[config.mk]
export PLATFORM = sky130hd
export DESIGN_NAME = id_ex_stage_flat
export DESIGN_NICKNAME = d
export VERILOG_FILES = /design/src/rtl/id_ex_stage_pkg.sv /design/src/rtl/id_ex_stage_if.sv /design/src/rtl/id_ex_stage_forward_unit.sv /design/src/rtl/id_ex_stage.sv /design/src/flat_wrapper.sv
export SDC_FILE = /design/constraint.sdc
export NUM_CORES = 1
export LEC_CHECK = 0
export ABC_AREA = 1
export CORE_MARGIN = 1.5
export CORE_UTILIZATION = 46
export DETAILED_ROUTE_END_ITERATION = 12
export PLACE_DENSITY = 0.83
export RECOVER_POWER = 100
export SLEW_MARGIN = 20
export SYNTH_ARGS = -nofsm -noshare
export SYNTH_HDL_FRONTEND = slang
export SYNTH_SLANG_ARGS = --single-unit
[constraint.sdc]
create_clock -name clk_i -period 1.75 [get_ports clk_i]
set_clock_uncertainty 0.05 [all_clocks]
set_input_delay 0.175 -clock clk_i [delete_from_list [all_inputs] [get_ports clk_i]]
set_output_delay 0.175 -clock clk_i [all_outputs]
set_load 0.02 [all_outputs]
[src/rtl/id_ex_stage_pkg.sv]
// rtl/id_ex_stage_pkg.sv - shared widths, ALU/forwarding enums and the ID/EX entry record
package id_ex_stage_pkg;

  localparam int XLEN       = 32;
  localparam int REG_ADDR_W = 5;
  localparam int CTRL_W     = 3;

  typedef enum logic [CTRL_W-1:0] {
    ALU_ADD = 3'b000,
    ALU_SUB = 3'b001,
    ALU_AND = 3'b010,
    ALU_OR  = 3'b011,
    ALU_SLT = 3'b101
  } alu_ctrl_t;

  typedef enum logic [1:0] {
    FWD_REG,
    FWD_EXM,
    FWD_MWB
  } fwd_sel_t;

  typedef struct packed {
    logic [REG_ADDR_W-1:0] rs1;
    logic [REG_ADDR_W-1:0] rs2;
    logic [REG_ADDR_W-1:0] rd;
    logic [XLEN-1:0]       rs1_data;
    logic [XLEN-1:0]       rs2_data;
    logic [XLEN-1:0]       imm;
    logic [XLEN-1:0]       pc;
    alu_ctrl_t             alu_ctrl;
    logic                  alu_src;
    logic                  op1_pc;
    logic                  mem_read;
    logic                  mem_write;
    logic                  reg_write;
  } id_ex_entry_t;

endpackage

[src/rtl/id_ex_stage_if.sv]
// rtl/id_ex_stage_if.sv - decode, producer and execute-side signals of the ID/EX stage
interface id_ex_stage_if;
  import id_ex_stage_pkg::*;

  logic                  in_valid;
  logic                  in_ready;
  logic [REG_ADDR_W-1:0] in_rs1;
  logic [REG_ADDR_W-1:0] in_rs2;
  logic [REG_ADDR_W-1:0] in_rd;
  logic [XLEN-1:0]       in_rs1_data;
  logic [XLEN-1:0]       in_rs2_data;
  logic [XLEN-1:0]       in_imm;
  logic [XLEN-1:0]       in_pc;
  alu_ctrl_t             in_alu_ctrl;
  logic                  in_alu_src;
  logic                  in_op1_pc;
  logic                  in_uses_rs2;
  logic                  in_mem_read;
  logic                  in_mem_write;
  logic                  in_reg_write;

  logic [REG_ADDR_W-1:0] exm_rd;
  logic                  exm_reg_write;
  logic [XLEN-1:0]       exm_result;
  logic [REG_ADDR_W-1:0] mwb_rd;
  logic                  mwb_reg_write;
  logic [XLEN-1:0]       mwb_result;

  logic                  out_valid;
  logic                  out_ready;
  logic [CTRL_W-1:0]     alu_ctrl;
  logic [XLEN-1:0]       alu_op1;
  logic [XLEN-1:0]       alu_op2;
  logic [XLEN-1:0]       store_data;
  logic [REG_ADDR_W-1:0] out_rd;
  logic [XLEN-1:0]       out_pc;
  logic                  out_mem_read;
  logic                  out_mem_write;
  logic                  out_reg_write;

  modport master (
    output in_valid, in_rs1, in_rs2, in_rd, in_rs1_data, in_rs2_data, in_imm, in_pc,
           in_alu_ctrl, in_alu_src, in_op1_pc, in_uses_rs2, in_mem_read, in_mem_write,
           in_reg_write, exm_rd, exm_reg_write, exm_result, mwb_rd, mwb_reg_write,
           mwb_result, out_ready,
    input  in_ready, out_valid, alu_ctrl, alu_op1, alu_op2, store_data, out_rd, out_pc,
           out_mem_read, out_mem_write, out_reg_write
  );

  modport slave (
    input  in_valid, in_rs1, in_rs2, in_rd, in_rs1_data, in_rs2_data, in_imm, in_pc,
           in_alu_ctrl, in_alu_src, in_op1_pc, in_uses_rs2, in_mem_read, in_mem_write,
           in_reg_write, exm_rd, exm_reg_write, exm_result, mwb_rd, mwb_reg_write,
           mwb_result, out_ready,
    output in_ready, out_valid, alu_ctrl, alu_op1, alu_op2, store_data, out_rd, out_pc,
           out_mem_read, out_mem_write, out_reg_write
  );

endinterface

[src/rtl/id_ex_stage_forward_unit.sv]
// rtl/id_ex_stage_forward_unit.sv - per-operand bypass select; EX/MEM beats MEM/WB, x0 reads zero
module id_ex_stage_forward_unit
  import id_ex_stage_pkg::*;
(
  input  logic [REG_ADDR_W-1:0] r_i,
  input  logic [XLEN-1:0]       reg_data_i,
  input  logic [REG_ADDR_W-1:0] exm_rd_i,
  input  logic                  exm_reg_write_i,
  input  logic [XLEN-1:0]       exm_result_i,
  input  logic [REG_ADDR_W-1:0] mwb_rd_i,
  input  logic                  mwb_reg_write_i,
  input  logic [XLEN-1:0]       mwb_result_i,
  output fwd_sel_t              sel_o,
  output logic [XLEN-1:0]       value_o
);

  always_comb begin
    sel_o = FWD_REG;
    if (r_i != '0) begin
      if (exm_reg_write_i && (exm_rd_i == r_i)) begin
        sel_o = FWD_EXM;
      end else if (mwb_reg_write_i && (mwb_rd_i == r_i)) begin
        sel_o = FWD_MWB;
      end
    end

    value_o = reg_data_i;
    case (sel_o)
      FWD_EXM: value_o = exm_result_i;
      FWD_MWB: value_o = mwb_result_i;
      default: value_o = reg_data_i;
    endcase
    if (r_i == '0) begin
      value_o = '0;
    end
  end

endmodule

[src/rtl/id_ex_stage.sv]
// rtl/id_ex_stage.sv - ID/EX pipeline register with operand forwarding and load-use bubble
module id_ex_stage
  import id_ex_stage_pkg::*;
(
  input logic          clk_i,
  input logic          rst_ni,
  input logic          flush_i,
  id_ex_stage_if.slave io
);

  id_ex_entry_t    entry_q, entry_d;
  logic            valid_q, valid_d;
  logic            load_use;
  fwd_sel_t        fwd1_sel, fwd2_sel;
  logic [XLEN-1:0] fwd1_val, fwd2_val;

  id_ex_stage_forward_unit u_fwd1 (
    .r_i(entry_q.rs1), .reg_data_i(entry_q.rs1_data),
    .exm_rd_i(io.exm_rd), .exm_reg_write_i(io.exm_reg_write), .exm_result_i(io.exm_result),
    .mwb_rd_i(io.mwb_rd), .mwb_reg_write_i(io.mwb_reg_write), .mwb_result_i(io.mwb_result),
    .sel_o(fwd1_sel), .value_o(fwd1_val)
  );

  id_ex_stage_forward_unit u_fwd2 (
    .r_i(entry_q.rs2), .reg_data_i(entry_q.rs2_data),
    .exm_rd_i(io.exm_rd), .exm_reg_write_i(io.exm_reg_write), .exm_result_i(io.exm_result),
    .mwb_rd_i(io.mwb_rd), .mwb_reg_write_i(io.mwb_reg_write), .mwb_result_i(io.mwb_result),
    .sel_o(fwd2_sel), .value_o(fwd2_val)
  );

  assign load_use = valid_q & entry_q.mem_read & (entry_q.rd != '0) & io.in_valid &
                    ((io.in_rs1 == entry_q.rd) | (io.in_uses_rs2 & (io.in_rs2 == entry_q.rd)));

  assign io.in_ready = (~valid_q | io.out_ready) & ~load_use & ~flush_i;

  // A load-use stall with out_ready low falls into the hold branch; with out_ready high it bubbles.
  always_comb begin
    entry_d = entry_q;
    valid_d = valid_q;
    if (flush_i) begin
      valid_d = 1'b0;
    end else if (valid_q & ~io.out_ready) begin
      if (fwd1_sel != FWD_REG) entry_d.rs1_data = fwd1_val;
      if (fwd2_sel != FWD_REG) entry_d.rs2_data = fwd2_val;
    end else if (load_use) begin
      valid_d = 1'b0;
    end else if (io.in_valid) begin
      valid_d            = 1'b1;
      entry_d.rs1        = io.in_rs1;
      entry_d.rs2        = io.in_rs2;
      entry_d.rd         = io.in_rd;
      entry_d.rs1_data   = io.in_rs1_data;
      entry_d.rs2_data   = io.in_rs2_data;
      entry_d.imm        = io.in_imm;
      entry_d.pc         = io.in_pc;
      entry_d.alu_ctrl   = io.in_alu_ctrl;
      entry_d.alu_src    = io.in_alu_src;
      entry_d.op1_pc     = io.in_op1_pc;
      entry_d.mem_read   = io.in_mem_read;
      entry_d.mem_write  = io.in_mem_write;
      entry_d.reg_write  = io.in_reg_write;
    end else begin
      valid_d = 1'b0;
    end
    if (!valid_d) begin
      entry_d.mem_read  = 1'b0;
      entry_d.mem_write = 1'b0;
      entry_d.reg_write = 1'b0;
    end
  end

  always_ff @(posedge clk_i) begin
    if (!rst_ni) begin
      valid_q <= 1'b0;
      entry_q <= '0;
    end else begin
      valid_q <= valid_d;
      entry_q <= entry_d;
    end
  end

  assign io.out_valid     = valid_q;
  assign io.alu_ctrl      = entry_q.alu_ctrl;
  assign io.alu_op1       = entry_q.op1_pc ? entry_q.pc : fwd1_val;
  assign io.alu_op2       = entry_q.alu_src ? entry_q.imm : fwd2_val;
  assign io.store_data    = fwd2_val;
  assign io.out_rd        = entry_q.rd;
  assign io.out_pc        = entry_q.pc;
  assign io.out_mem_read  = entry_q.mem_read;
  assign io.out_mem_write = entry_q.mem_write;
  assign io.out_reg_write = entry_q.reg_write;

endmodule

[src/flat_wrapper.sv]
// flat-port wrapper written by rule: the top's interface ports become plain ports
module id_ex_stage_flat import id_ex_stage_pkg::*;
  (clk_i, rst_ni, flush_i, io_in_valid, io_in_rs1, io_in_rs2, io_in_rd, io_in_rs1_data, io_in_rs2_data, io_in_imm, io_in_pc, io_in_alu_ctrl, io_in_alu_src, io_in_op1_pc, io_in_uses_rs2, io_in_mem_read, io_in_mem_write, io_in_reg_write, io_exm_rd, io_exm_reg_write, io_exm_result, io_mwb_rd, io_mwb_reg_write, io_mwb_result, io_out_ready, io_in_ready, io_out_valid, io_alu_ctrl, io_alu_op1, io_alu_op2, io_store_data, io_out_rd, io_out_pc, io_out_mem_read, io_out_mem_write, io_out_reg_write);
  id_ex_stage_if io_i ();
  input logic clk_i;
  input logic rst_ni;
  input logic flush_i;
  input wire logic [$bits(io_i.in_valid)-1:0] io_in_valid;
  input wire logic [$bits(io_i.in_rs1)-1:0] io_in_rs1;
  input wire logic [$bits(io_i.in_rs2)-1:0] io_in_rs2;
  input wire logic [$bits(io_i.in_rd)-1:0] io_in_rd;
  input wire logic [$bits(io_i.in_rs1_data)-1:0] io_in_rs1_data;
  input wire logic [$bits(io_i.in_rs2_data)-1:0] io_in_rs2_data;
  input wire logic [$bits(io_i.in_imm)-1:0] io_in_imm;
  input wire logic [$bits(io_i.in_pc)-1:0] io_in_pc;
  input wire logic [$bits(io_i.in_alu_ctrl)-1:0] io_in_alu_ctrl;
  input wire logic [$bits(io_i.in_alu_src)-1:0] io_in_alu_src;
  input wire logic [$bits(io_i.in_op1_pc)-1:0] io_in_op1_pc;
  input wire logic [$bits(io_i.in_uses_rs2)-1:0] io_in_uses_rs2;
  input wire logic [$bits(io_i.in_mem_read)-1:0] io_in_mem_read;
  input wire logic [$bits(io_i.in_mem_write)-1:0] io_in_mem_write;
  input wire logic [$bits(io_i.in_reg_write)-1:0] io_in_reg_write;
  input wire logic [$bits(io_i.exm_rd)-1:0] io_exm_rd;
  input wire logic [$bits(io_i.exm_reg_write)-1:0] io_exm_reg_write;
  input wire logic [$bits(io_i.exm_result)-1:0] io_exm_result;
  input wire logic [$bits(io_i.mwb_rd)-1:0] io_mwb_rd;
  input wire logic [$bits(io_i.mwb_reg_write)-1:0] io_mwb_reg_write;
  input wire logic [$bits(io_i.mwb_result)-1:0] io_mwb_result;
  input wire logic [$bits(io_i.out_ready)-1:0] io_out_ready;
  output wire logic [$bits(io_i.in_ready)-1:0] io_in_ready;
  output wire logic [$bits(io_i.out_valid)-1:0] io_out_valid;
  output wire logic [$bits(io_i.alu_ctrl)-1:0] io_alu_ctrl;
  output wire logic [$bits(io_i.alu_op1)-1:0] io_alu_op1;
  output wire logic [$bits(io_i.alu_op2)-1:0] io_alu_op2;
  output wire logic [$bits(io_i.store_data)-1:0] io_store_data;
  output wire logic [$bits(io_i.out_rd)-1:0] io_out_rd;
  output wire logic [$bits(io_i.out_pc)-1:0] io_out_pc;
  output wire logic [$bits(io_i.out_mem_read)-1:0] io_out_mem_read;
  output wire logic [$bits(io_i.out_mem_write)-1:0] io_out_mem_write;
  output wire logic [$bits(io_i.out_reg_write)-1:0] io_out_reg_write;
  assign io_i.in_valid = io_in_valid;
  assign io_i.in_rs1 = io_in_rs1;
  assign io_i.in_rs2 = io_in_rs2;
  assign io_i.in_rd = io_in_rd;
  assign io_i.in_rs1_data = io_in_rs1_data;
  assign io_i.in_rs2_data = io_in_rs2_data;
  assign io_i.in_imm = io_in_imm;
  assign io_i.in_pc = io_in_pc;
  assign io_i.in_alu_ctrl = io_in_alu_ctrl;
  assign io_i.in_alu_src = io_in_alu_src;
  assign io_i.in_op1_pc = io_in_op1_pc;
  assign io_i.in_uses_rs2 = io_in_uses_rs2;
  assign io_i.in_mem_read = io_in_mem_read;
  assign io_i.in_mem_write = io_in_mem_write;
  assign io_i.in_reg_write = io_in_reg_write;
  assign io_i.exm_rd = io_exm_rd;
  assign io_i.exm_reg_write = io_exm_reg_write;
  assign io_i.exm_result = io_exm_result;
  assign io_i.mwb_rd = io_mwb_rd;
  assign io_i.mwb_reg_write = io_mwb_reg_write;
  assign io_i.mwb_result = io_mwb_result;
  assign io_i.out_ready = io_out_ready;
  assign io_in_ready = io_i.in_ready;
  assign io_out_valid = io_i.out_valid;
  assign io_alu_ctrl = io_i.alu_ctrl;
  assign io_alu_op1 = io_i.alu_op1;
  assign io_alu_op2 = io_i.alu_op2;
  assign io_store_data = io_i.store_data;
  assign io_out_rd = io_i.out_rd;
  assign io_out_pc = io_i.out_pc;
  assign io_out_mem_read = io_i.out_mem_read;
  assign io_out_mem_write = io_i.out_mem_write;
  assign io_out_reg_write = io_i.out_reg_write;
  id_ex_stage u_core (.clk_i(clk_i), .rst_ni(rst_ni), .flush_i(flush_i), .io(io_i));
endmodule
==> impl_metrics.py, run 1 <==
metrics = {
    "clocking": {
        "cts_htree_levels": 4,
        "holdBufCountCts": 0,
        "numCtsBuffers": 17,
        "cts.path.max_buffers": 2,
        "cts_root_buf": "clkbuf_16",
        "clock_sinks": 152,
    },
    "placed_design": {
        "post-place-ws_ps": -1210,
        "numPortBuffers": 373,
        "dp_hpwl_um": 35200,
        "dp.cells": 2435,
        "gp_congestion": 0.963,
    },
    "global_route": {
        "grt_use_total_pct": 80.9,
        "overflow": 5,
        "grt_max_degree": 70,
        "antenna_found_initial": 9,
    },
    "synthesis": {
        "syn_avg_cell_area_um2": 5.90,
        "ys_ff_latch": 152,
        "synth_top_family_by_area": "simple AND/OR/NAND/NOR gates",
        "synthMuxAreaShare_pct": 0,
        "synthAdderAreaFrac_pct": 0,
        "seq_area_frac_synth_pct": 29.3,
        "syn_nets": 1994,
        "syn_inst": 1761,
        "synth_compound_area_share_pct": 9.91,
        "yosysUniqueCellTypes": 26,
        "yosys.area_share.simple_pct": 44.9,
        "yosysWarnings": 0,
        "synth_area_mm2": 0.0104,
        "synth_xor_area_share_pct": 0.506,
    },
    "timing": {
        "grt-worst-endpoint": "io_store_data[17]",
        "worst-ep-kind": "primary output",
    },
    "run_status": {
        "stop_stage": "global routing",
        "status": "did not finish",
        "error_message": "[ERROR GRT-0232] Routing congestion too high. Check the congestion heatmap in the GUI.",
    },
    "floorplanning": {
        "ioPinCount": 374,
        "die_x_um": 153,
        "start_util_pct": 47.2,
        "dieHeight_um": 153,
        "fp-row-count": 54,
    },
}
cell families after synthesis:
family | Yosys count
xor gates and xnor gates | 6
and+or+nand+nor | 1060
buffers and inverters | 353
AOI/OAI and AO/OA | 190
DFF | 152
per-layer routing:
layer  overflow  global-route usage (%)
met1          0                    79.8
met2          2                    94.3
met3          1                    71.5
met4          2                    77.0
met5          0                    51.8
Yosys cell counts:
library cell | number | share of area (%)
a21oi_1 | 144 | 6.9
a21oi_2 | 10 | 0.84
a31oi_1 | 32 | 1.9
buf_1 | 15 | 0.54
buf_2 | 55 | 2.6
buf_4 | 46 | 3.3
buf_6 | 4 | 0.43
clkbuf_1 | 55 | 2.0
dfxtp_1 | 152 | 29
inv_1 | 169 | 6.1
inv_2 | 9 | 0.33
nand2_1 | 449 | 16
nand2_4 | 1 | 0.11
nand3_1 | 430 | 21
nand3_2 | 6 | 0.58
nand3_4 | 1 | 0.17
nand4_1 | 23 | 1.4
nand4_2 | 1 | 0.12
nor2_1 | 142 | 5.1
nor2_2 | 5 | 0.30
nor2_4 | 2 | 0.22
o21ai_0 | 2 | 0.096
o21ai_1 | 1 | 0.048
o22ai_1 | 1 | 0.060
xnor2_1 | 2 | 0.17
xor2_1 | 4 | 0.34
stage by stage:
step                      setup TNS (ps)  hold slack (ps)  instance area [µm²]
after CTS                        -113870             11.2                17200
after detailed placement         -196540              405                15600
after global placement           -193770              393                15600
after floorplan                    -66.6              289                10600
timing repair:
| item | 4_1_cts |
|---|---|
| endpoints found under the setup margin | 254 |
| gates resized for setup | 629 |
| setup buffers | 14 |
| pin swaps | 26 |
| gates cloned | 8 |
==> run 2: changes to the inputs <==
--- a/config.mk
+++ b/config.mk
@@ -7,9 +7,9 @@
 export LEC_CHECK = 0
 export ABC_AREA = 1
 export CORE_MARGIN = 1.5
-export CORE_UTILIZATION = 46
+export CORE_UTILIZATION = 40
 export DETAILED_ROUTE_END_ITERATION = 12
-export PLACE_DENSITY = 0.83
+export PLACE_DENSITY_LB_ADDON = 0.15
 export RECOVER_POWER = 100
 export SLEW_MARGIN = 20
 export SYNTH_ARGS = -nofsm -noshare
==> run 2 against run 1 <==
The flow now finishes, with violations (setup timing). Area after synthesis did not move. Synthesized cell count did not move.
==> impl_metrics.py, run 2 <==
metrics = {
    "synthesis": {
        "netlist_top_cells_count": "nand2_1, nand3_1, inv_1",
        "seq_area_frac_synth_pct": 29.3,
        "synthMostInstantiatedCell": "nand2_1",
        "synth_area_mm2": 0.0104,
        "syn_nets": 1994,
        "ys_ff_latch": 152,
        "yosys.area_share.simple_pct": 44.9,
        "synth_edf_count": 0,
        "synth_top_family_by_area": "simple AND/OR/NAND/NOR gates",
        "syn_avg_cell_area_um2": 5.90,
        "synth-main-ff-cell": "dfxtp_1",
        "synth_compound_area_share_pct": 9.91,
        "synthTopCellsByArea": "dfxtp_1, nand3_1, nand2_1",
        "yosysWarnings": 0,
        "synth_xor_area_share_pct": 0.506,
        "synthAdderAreaFrac_pct": 0,
        "ys_async_sr_fraction_pct": 0,
        "synth_top_area_cell": "dfxtp_1",
        "yosysUniqueCellTypes": 26,
        "syn_inst": 1761,
        "synth_top_cell_area_share_pct": 29.3,
        "synthMuxAreaShare_pct": 0,
    },
    "cells_and_area": {
        "area_delta_synth_final_pct": 102,
        "mostFrequentLayoutCell": "nand2_1",
        "num_antenna_cells": 0,
        "final_cells": 2620,
        "final_cell_mix": "nand2_1, clkdlybuf4s50_1, nand3_1, buf_4, inv_1",
        "utilization_pct": 82.7,
        "drive_gt1_share_pct": 41.9,
        "final_nets": 2510,
        "post-route-cell-area_mm2": 0.0209,
        "nFillCells": 1508,
        "top_register": "u_core.entry_q",
        "largest_register_ffs": 108,
    },
    "worst_setup_path": {
        "crit_chain": "inv_6 > nand3_4 > nor2_4 > buf_6 > inv_6 > nand3_4 > bufbuf_16 > nand3_1 > nand3_2 > nand3_1 > nand2_1 > buf_4",
        "start_kind": "register",
        "critPathMaxStageDelay_ps": 380,
        "cp.arrival_ps": 2470,
        "cp_num_cells": 12,
        "cp-end-kind": "primary output",
        "rr_worst_depth": 13,
        "critPathTopFamily": "simple AND/OR/NAND/NOR gates",
        "path_class": "register to primary output",
        "crit_slowest_cell": "dfxtp_4",
        "crit_required_ps": 1520,
        "worst-path-max-fanout": 8,
        "path_buf_inv": 5,
    },
    "detailed_routing": {
        "drc_errors": 0,
        "dr.pass1.iters": 8,
        "wl_um": 62900,
        "drtIter0Drc": 1893,
        "antenna_left": 0,
        "wl_per_cell_um": 24.0,
        "routed_via_density": 5.98,
        "vias": 15700,
    },
    "floorplanning": {
        "core_mm2": 0.0253,
        "dieHeight_um": 164,
        "ioPinCount": 374,
        "die_x_um": 164,
        "fp-row-count": 58,
        "start_util_pct": 41.0,
        "die_area_mm2": 0.0270,
    },
    "clocking": {
        "holdBufCountCts": 0,
        "insertion_delay_ps": 450,
        "cts_root_buf": "clkbuf_16",
        "cts.path.max_buffers": 2,
        "clkTransAtPathRegs_ps": 80,
        "numCtsBuffers": 17,
        "cts_htree_levels": 4,
        "cts_tree": "done",
        "clock_sinks": 152,
    },
    "power": {
        "ir_drop_uv": 540,
        "power_leakage_nw": 9.06,
        "powerDensity_mw_per_mm2": 588,
        "power_mw": 12.3,
    },
    "placed_design": {
        "dp_hpwl_um": 35200,
        "postPlaceCellArea_mm2": 0.0157,
        "post-place-ws_ps": -1120,
        "gp_congestion": 0.971,
        "dp.cells": 2493,
        "numPortBuffers": 373,
    },
    "worst_hold_path": {
        "hold_path_depth": 3,
        "hold_path.class": "input pin to register",
    },
    "global_route": {
        "grt_use_total_pct": 35.7,
        "antenna_found_initial": 0,
        "grt_pass1_wl_um": 73900,
        "grt_pass1_vias": 13100,
        "grt_max_degree": 78,
        "overflow": 0,
    },
    "timing": {
        "setup_viol": 258,
        "worst_slew_pin_slew_ps": 648,
        "final_hold_viol_count": 0,
        "fmax_mhz": 371,
        "fin_ws_ps": -943,
        "post-route-period-util_pct": 154,
        "min_period_ps": 2690,
        "rsz0062_at_grt": "yes",
        "slew-limit-headroom_pct": 56.8,
        "drv_slew": 0,
    },
    "run_status": {
        "status": "finished, violations left",
        "violations": "setup timing",
    },
    "job": {
        "cap_violations": 0,
    },
}
[run 2: cell counts after synthesis]
No cell type changed its count.
[run 2: layout make-up]
cell class	instances	area [µm²]	area share (%)
multi-input combinational	1256	8740	41.7
tap	330	413	1.97
sequential	152	3090	14.7
timing repair buffer	672	7380	35.3
inverter	178	702	3.35
clock buffer	17	425	2.03
clock inverter	15	190	0.908
[run 2: logic make-up after synthesis]
group	Yosys count
AO/OA/AOI/OAI	190
XOR/XNOR	6
buffers and inverters	353
flip-flops	152
AND/OR/NAND/NOR	1060
[run 2: tightest hold or removal path, delay by kind of cell]
kind / cells / cell delay [ps]
buffers and inverters: 2 / 320
AO/OA/AOI/OAI: 1 / 60
[run 2: worst paths after layout]
check | start | end | slack [ps]
worst min register to register | u_core.io.out_mem_write$_SDFFE_PN0P_ | u_core.io.out_mem_write$_SDFFE_PN0P_ | 410
worst max-delay path | u_core.entry_q[144]$_SDFFE_PN0P_ | io_alu_op2[30] | -940
worst max register to register | u_core.entry_q[143]$_SDFFE_PN0P_ | u_core.entry_q[97]$_SDFFE_PN0P_ | -800
worst min-delay path | rst_ni | u_core.entry_q[145]$_SDFFE_PN0P_ | 90
[run 2: power by group]
group / total (mW) / internal [mW] / leakage [nW] / switching, mW
Combinational: 4.43 / 1.98 / 7.50 / 2.45
Sequential: 3.84 / 3.65 / 1.26 / 0.189
Clock: 4.05 / 2.08 / 0.303 / 1.98
[run 2: per-layer routing]
layer	GRT usage, %	share of wire, %	vias up
met2	56.9	44	1273
li1	-	-	6754
met3	8.81	14	389
met1	46.5	35	7246
met4	12.9	6.9	0
met5	0	0	-
[run 2: through the flow]
stage	TNS, ps	hold WS [ps]
detailed placement	-178950	401
finish	-122910	90.9
CTS	-109000	82.2
floorplan	-66.6	289
global route	-145330	91.7
global placement	-177310	393
[run 2: repair_timing]
action / CTS / global route
endpoints found under the hold margin: 0 / 0
setup buffers: 12 / 50
pin swaps: 25 / 117
gates resized for setup: 602 / 681
endpoints found under the setup margin: 254 / 255
cloned: 9 / 28
Power figures use the tool's default switching activity.
